==> config.mk <==
export PLATFORM = sky130hd
export DESIGN_NAME = jttrack_dwnld_ctrl
export DESIGN_NICKNAME = d
export VERILOG_FILES = /design/src/rtl/jttrack_dwnld_ctrl.sv
export SDC_FILE = /design/constraint.sdc
export NUM_CORES = 1
export LEC_CHECK = 0
export BUFFER_PORTS_ARGS = -buffer_cell sky130_fd_sc_hd__buf_2
export CAP_MARGIN = 5
export CORE_MARGIN = 4
export CORE_UTILIZATION = 30
export DETAILED_ROUTE_END_ITERATION = 16
export GPL_ROUTABILITY_DRIVEN = 0
export GPL_TIMING_DRIVEN = 0
export PLACE_DENSITY = 0.58
export SYNTH_ARGS = -nofsm -noshare
export SYNTH_HDL_FRONTEND = slang
export SYNTH_SLANG_ARGS = --single-unit
==> constraint.sdc <==
create_clock -name clk -period 3 [get_ports clk]
set_input_delay 0.15 -clock clk [delete_from_list [all_inputs] [get_ports clk]]
set_output_delay 0.15 -clock clk [all_outputs]
set_load 0.005 [all_outputs]
==> src/rtl/jttrack_dwnld_ctrl.sv <==
// Track'n'Field download front-end: ioctl bytes to SDRAM writes (via a small FIFO) and PROM writes.
// Optional JTTRACK_DWNLD_CHKSUM_EN adds a 16-bit running byte sum output.
module jttrack_dwnld_ctrl #(
    parameter logic [21:0] SCR_START  = 22'h0,
    parameter logic [21:0] OBJ_START  = 22'h0,
    parameter logic [21:0] PCM_START  = 22'h0,
    parameter logic [24:0] PROM_START = 25'h0,
    parameter int          FIFO_AW    = 2
) (
    input  logic        clk,
    input  logic        rst_n,
    input  logic        downloading,
    input  logic [24:0] ioctl_addr,
    input  logic [7:0]  ioctl_dout,
    input  logic        ioctl_wr,
    output logic [21:0] prog_addr,
    output logic [7:0]  prog_data,
    output logic [1:0]  prog_mask,
    output logic        prog_we,
    input  logic        sdram_ack,
    output logic [10:0] prom_addr,
    output logic [7:0]  prom_data,
    output logic        prom_we,
    output logic        is_hyper,
    output logic        dwnld_busy,
`ifdef JTTRACK_DWNLD_CHKSUM_EN
    output logic [15:0] chksum,
`endif
    output logic        ovf
);

    localparam int               DEPTH    = 1 << FIFO_AW;
    localparam logic [FIFO_AW:0] FULL_CNT = (FIFO_AW + 1)'(DEPTH);
    localparam logic [FIFO_AW:0] CNT_ONE  = (FIFO_AW + 1)'(1);
    localparam logic [FIFO_AW-1:0] PTR_ONE = FIFO_AW'(1);

    localparam logic [1:0] IDLE  = 2'd0;
    localparam logic [1:0] WRITE = 2'd1;
    localparam logic [1:0] GAP   = 2'd2;

    logic        capture, in_prom, in_obj, push, pop, push_ok, empty, full;
    logic        dl_prev, dl_rise;
    logic [21:0] raw_waddr, push_waddr;
    logic [10:0] prom_offset;
    logic [1:0]  state;

    logic [30:0]        mem [DEPTH];
    logic [30:0]        head;
    logic [FIFO_AW-1:0] wr_ptr, rd_ptr;
    logic [FIFO_AW:0]   count;

    assign capture     = ioctl_wr & downloading;
    assign in_prom     = ioctl_addr >= PROM_START;
    assign in_obj      = (ioctl_addr >= {3'b0, OBJ_START}) && (ioctl_addr < {3'b0, PCM_START});
    assign raw_waddr   = ioctl_addr[22:1];
    // OBJ ROM words are stored with their low address lines rotated and partly inverted
    assign push_waddr  = in_obj ? {raw_waddr[21:5], raw_waddr[2:0], ~raw_waddr[4], ~raw_waddr[3]}
                                : raw_waddr;
    assign prom_offset = ioctl_addr[10:0] - PROM_START[10:0];

    assign empty   = count == '0;
    assign full    = count == FULL_CNT;
    assign push    = capture & ~in_prom;
    assign pop     = (state == WRITE) & sdram_ack;
    assign push_ok = push & (~full | pop);
    assign head    = mem[rd_ptr];
    assign dl_rise = downloading & ~dl_prev;

    assign dwnld_busy = downloading | ~empty;

    always_ff @(posedge clk) begin
        if (push_ok) mem[wr_ptr] <= {push_waddr, ioctl_dout, ioctl_addr[0]};
    end

    always_ff @(posedge clk or negedge rst_n) begin
        if (!rst_n) begin
            wr_ptr <= '0;
            rd_ptr <= '0;
            count  <= '0;
            ovf    <= 1'b0;
        end else begin
            if (push_ok) wr_ptr <= wr_ptr + PTR_ONE;
            if (pop)     rd_ptr <= rd_ptr + PTR_ONE;
            if (push_ok && !pop)      count <= count + CNT_ONE;
            else if (!push_ok && pop) count <= count - CNT_ONE;
            if (push && full && !pop) ovf <= 1'b1;
        end
    end

    always_ff @(posedge clk or negedge rst_n) begin
        if (!rst_n) begin
            state     <= IDLE;
            prog_we   <= 1'b0;
            prog_addr <= '0;
            prog_data <= '0;
            prog_mask <= '0;
        end else begin
            case (state)
                IDLE: if (!empty) begin
                    state     <= WRITE;
                    prog_we   <= 1'b1;
                    prog_addr <= head[30:9];
                    prog_data <= head[8:1];
                    prog_mask <= head[0] ? 2'b10 : 2'b01;
                end
                WRITE: if (sdram_ack) begin
                    state   <= GAP;
                    prog_we <= 1'b0;
                end
                GAP: state <= IDLE;
                default: begin
                    state   <= IDLE;
                    prog_we <= 1'b0;
                end
            endcase
        end
    end

    // PROM bytes bypass the FIFO; the header byte at PROM_START+1 flags Hyper Sports
    always_ff @(posedge clk or negedge rst_n) begin
        if (!rst_n) begin
            prom_we   <= 1'b0;
            prom_addr <= '0;
            prom_data <= '0;
            is_hyper  <= 1'b0;
            dl_prev   <= 1'b0;
        end else begin
            dl_prev <= downloading;
            prom_we <= capture & in_prom;
            if (capture && in_prom) begin
                prom_addr <= prom_offset;
                prom_data <= ioctl_dout;
            end
            if (capture && ioctl_addr == PROM_START + 25'd1) is_hyper <= &ioctl_dout;
            else if (dl_rise)                                 is_hyper <= 1'b0;
        end
    end

`ifdef JTTRACK_DWNLD_CHKSUM_EN
    always_ff @(posedge clk or negedge rst_n) begin
        if (!rst_n)       chksum <= '0;
        else if (dl_rise) chksum <= capture ? {8'h0, ioctl_dout} : 16'h0;
        else if (capture) chksum <= chksum + {8'h0, ioctl_dout};
    end
`endif

endmodule

Yosys cells after proc, flatten, opt, wreduce, memory -nomap -nowiden
Memories as Yosys holds them, arrays and structs flattened.
Cells that the tools add are included.

operators by class
  add/subtract/negate cells = 4
  order comparisons = 2
  eq/ne operators = 6
  multiplexer cells = 14
  bitwise logic cells = 15
  reductions and logical operators = 17

operators with widths
  operator                                                                              number
  25-bit by 1-bit == test with 1-bit output, second input constant                      1
  25-bit by 1-bit greater-or-equal comparator with 1-bit output, second input constant  1
  25-bit by 1-bit < comparator with 1-bit output, second input constant                 1
  8-bit AND reduction                                                                   1
  1-bit logical AND                                                                     7
  1-bit NOT                                                                             7
  1-bit AND                                                                             6
  1-bit 2-to-1 mux                                                                      6
  2-bit 2-to-1 mux                                                                      3
  3-bit 2-to-1 mux                                                                      2
  5-bit 2-to-1 mux                                                                      1
  2-bit by 1-bit adder with 2-bit output, second input constant                         2
  2-bit inequality test, second input constant                                          2
  2-bit one-hot mux with 2 select lines                                                 1
  2-bit AND reduction                                                                   2
  2-bit nonzero test                                                                    2
  3-bit by 1-bit adder with 3-bit output, second input constant                         1
  3-bit == test, second input constant                                                  1
  3-bit zero test                                                                       1
  1-bit one-hot mux with 3 select lines                                                 1
  3-bit AND reduction                                                                   1
  3-bit by 1-bit subtractor with 3-bit output, second input constant                    1
  2-bit by 1-bit == test with 1-bit output, second input constant                       1
  2-bit == test, second input constant                                                  1
  3 further kinds                                                                       5

word-level totals
  register bits after elaboration = 65
  bits in writable memories = 124
  input port bits = 38
  output and inout port bits = 56
  logic and storage cells = 73
  memories = 1

memory list
  memory  words  bits a word  read ports  clocked after memory_dff  write ports  line  source
  mem     4      31           1           0                         1            47    logic [30:0] mem [DEPTH];

Depth between registers and ports, before layout
  word-level depth = 8
  mapped depth = 6
  gate-level depth less buffers = 6

Worst setup path after synthesis
No wires, ideal clock.

  path kind = input-to-reg
  start = input ioctl_addr[6]
  end = register is_hyper
  setup time = 0.127 ns
  data arrival time = 1.047 ns
  required time = 2.873 ns
  setup slack = 1.826 ns
  cell stages on the path = 4
  path buffers = 0
  cells stage by stage = or4_4 -> nor4_2 -> nand4_1 -> mux2i_1

between the ends
  word-level cells in the longest chain between the ends = 3
  elaborated cells between the ends (all ways) = 4
  those cells by class = eq/ne: 1; mux: 1; reduce/logical: 2

ends and longest elaborated chain
  what                                                           line  source
  start: declaration                                             13    input logic [24:0] ioctl_addr,
  25-bit by 1-bit == test with 1-bit output (*)                  134   if (capture && ioctl_addr == PROM_START + 25'd1) is_hyper <= &ioctl_dout;
  1-bit logical AND (*)                                          134
  1-bit 2-to-1 mux / 2-bit nonzero test (equally long branches)  -
  end signal: assignment                                         134
  end: declaration                                               24    output logic is_hyper,

Every way passes the cells marked *; elsewhere a longest branch is shown, timed or not.
A chain may end at the register's enable or synchronous reset.

Worst setup path after layout
  start = input downloading
  end = register prom_data[6]

between the ends
  word-level cells in the longest chain between the ends = 2

ends and longest elaborated chain
  what                    line  source
  start: declaration      12    input logic downloading,
  1-bit AND               52    assign capture = ioctl_wr & downloading;
  1-bit logical AND       130   if (capture && in_prom) begin
  end signal: assignment  132   prom_data <= ioctl_dout;
  end: declaration        22    output logic [7:0] prom_data,

No other way between the ends.

==> summary.txt <==
Floorplan
  • Height of the die: 77.2 um
  • Starting Density: 31.9%
  • FP Rows: 24
  • Die Wd: 77.2 um
  • Core area: 0.00450 mm2
  • I/O pin cnt: 94
  • Die area: 0.00596 mm2

Placed design
  • DP Area: 0.00192 mm2
  • Inst Count DP: 266
  • Port Buf Inserts: 61
  • Pre-CTS WS: 1.59 ns

CTS
  • Setup Buffers After CTS: 0
  • Reg clk slew, reported paths: 0.06 ns
  • CTS tree: built
  • Clock Path Buffers: 2
  • Cts bufs inserted: 5
  • Sink Count: 29
  • H-tree levels: 2
  • Clock Tree Root: clkbuf_8
  • Later-pin clock latency in the skew report: 0.27 ns

Synth
  • Register area share after synthesis: 50.5%
  • Seq cells post-synth: 29
  • Count of cell types in the netlist: 26
  • Syn Inst Count: 122
  • Cell area after synthesis: 0.00144 mm2
  • Ys Warns: 0
  • Syn avg cell area: 11.8 um2

Layout
  • Fin nets: 263
  • N_diodes: 0
  • Final Cell Area: 0.00202 mm2
  • Synth-to-layout area growth: 40.4%
  • Layout cell share with drive strength beyond 1: 55.0%
  • Non-Filler Instances: 274
  • Fin util: 44.8%
  • Most frequent cells in the layout: buf_2, buf_4, conb_1
  • Commonest non-fill, non-tap cell in the layout: buf_2
  • Filler Cells Inserted: 441

GRT
  • Largest net degree at the start of global routing: 30
  • GR Util All Layers: 11.1%
  • Initial antenna violation count: 0
  • Grt ovf: 0
  • Vias in the first global route: 1,111
  • First-pass GRT wire length: 5090 um

Hold path
  • Hold WC Path Type: primary input to flop
  • Min-Delay Path Depth: 2

Routing
  • DRT Pass-1 Iters: 3
  • Detail Route Antenna Nets: 0
  • Met3 wire length: 479 um
  • Via count: 1,090
  • Highest metal used: met4
  • M1 WL: 1280 um
  • Wire per inst: 11.6 um
  • Vias per cell: 3.98
  • DRT iter0 DRCs: 16
  • Routed length on met2: 1370 um
  • Drt total wl: 3180 um
  • DR DRC count: 0

Setup path
  • CP max stage delay: 0.54 ns
  • Worst EP arrival: 1.81 ns
  • CP Launch Type: primary input
  • Critical path's slowest cell: dlygate4sd3_1
  • Setup CP Type: primary input to flop
  • Critical Path Stages: 5
  • Worst-case reg-to-reg path depth: 5
  • CP bufs+invs: 3
  • Crit-path cells: dlygate4sd3_1 -> buf_2 -> nand2_1 -> clkbuf_1 -> mux2_2
  • Crit path max fanout: 10
  • Largest delay contributor family on the critical path: buffers and inverters
  • CP required: 3.16 ns
  • Critical path endpoint category: flop

STA
  • Final TNS setup: 0 ns
  • Hold WS: 0.0854 ns
  • Final min period: 1.66 ns
  • Final Slew Violations: 0
  • Hold Violations, Final: 0
  • Clock skew: 0.00187 ns
  • Fin crit share: 55.2%
  • Unrepaired setup endpoints after global routing: no
  • Relative slew margins: 55.8%
  • Final setup vio count: 0
  • Tightest Pin Transition: 0.663 ns
  • PnR worst setup slack: 1.34 ns
  • Fmax: 604 MHz

Power and ir drop
  • Power, Total: 1.07 mW
  • Static Leak: 1.10 nW
  • VDD IR-drop max: 0.333 mV
  • PD cells: 530 mW/mm2

Job
  • Max-Cap Viols: 0

Run status
  • Status: finished, final reports clean
-- cell families after synthesis --
| family | synth area share [%] |
|---|---|
| buffers and inverters | 18.9 |
| flip-flops | 50.5 |
| AND/OR/NAND/NOR | 9.67 |
| multiplexers | 15.6 |
| AO/OA/AOI/OAI | 2.09 |
| adder cells (fa/ha/maj) | 1.74 |
| XOR/XNOR | 1.22 |
| other | 0.261 |
-- timing repair --
action / in CTS / in global routing
resized for setup: 0 / 0
hold buffers: 2 / 0
hold endpoints to repair: 30 / 0
-- cells in the mapped netlist --
cell       n  area, um2
nor4_2     1       12.5
nor2_1     4       15.0
or4_4      1       11.3
xnor2_1    2       17.5
a211oi_1   1       7.51
or2_2      1       6.26
dfrtp_1   29        726
nor3_1     1       5.00
conb_1     1       3.75
and3b_1    1       8.76
o31ai_1    1       7.51
nor4b_1    1       8.76
nor4_1     3       18.8
buf_4     32        240
and3_1     1       6.26
clkbuf_1   2       7.51
inv_1      5       18.8
ha_1       2       25.0
nand4_1    3       18.8
mux2i_1    1       10.0
nor2b_1    2       12.5
buf_2      1       5.00
mux2_2    19        214
a21oi_1    1       5.00
o21ai_0    2       10.0
nand2_1    4       15.0
-- flip-flops by register name, summed over array words and instances, names as in the netlist --
| signal | flops |
|---|---|
| is_hyper | 1 |
| prom_data | 8 |
| dl_prev | 1 |
| prom_we | 1 |
| prom_addr | 11 |
| count | 3 |
| prog_mask | 1 |
| prog_we | 1 |
| state | 2 |
-- worst reg2reg max path: cells and delay by family, from the launching register on --
kind / cells / cell delay [ns]
fa+ha+maj: 1 / 0.15
compound gates: 1 / 0.06
buf+inv: 1 / 0.10
simple gates: 2 / 0.40
flops: 1 / 0.36
-- cell type report --
cell class / count / area, um2 / share of cell area, %
Tap cell: 52 / 65.1 / 3.23
Inverter: 5 / 18.8 / 0.931
Clock buffer: 5 / 68.8 / 3.41
Clock inverter: 1 / 5.00 / 0.248
Sequential cell: 29 / 726 / 36.0
Timing Repair Buffer: 63 / 325 / 16.1
Multi-Input combinational cell: 84 / 556 / 27.5
Buffer: 35 / 253 / 12.5
-- final timing paths --
| path | startpoint | endpoint | slack [ns] |
|---|---|---|---|
| min reg2reg | prog_mask[0]$_DFFE_PN0P_ | prog_mask[0]$_DFFE_PN0P_ | 0.47 |
| max in group asynchronous | rst_n | prom_addr[6]$_DFFE_PN0P_ | 2.13 |
| max reg2reg | count[0]$_DFFE_PN0P_ | state[0]$_DFFE_PN0P_ | 1.81 |
| min in group asynchronous | rst_n | prom_data[4]$_DFFE_PN0P_ | 0.44 |
| max | downloading | prom_data[6]$_DFFE_PN0P_ | 1.34 |
| min | sdram_ack | state[0]$_DFFE_PN0P_ | 0.09 |
-- layer usage --
metal,GRT usage (%),vias up
met5,0,-
met4,4.80,0
met3,6.79,4
met2,16.9,73
met1,12.3,469
li1,-,544
-- power by group --
group          switching, mW  internal [mW]
combinational          0.120          0.152
clock                  0.132          0.152
sequential            0.0429          0.470
total                  0.295          0.774
No activity file was read; power rests on OpenSTA's default activity.
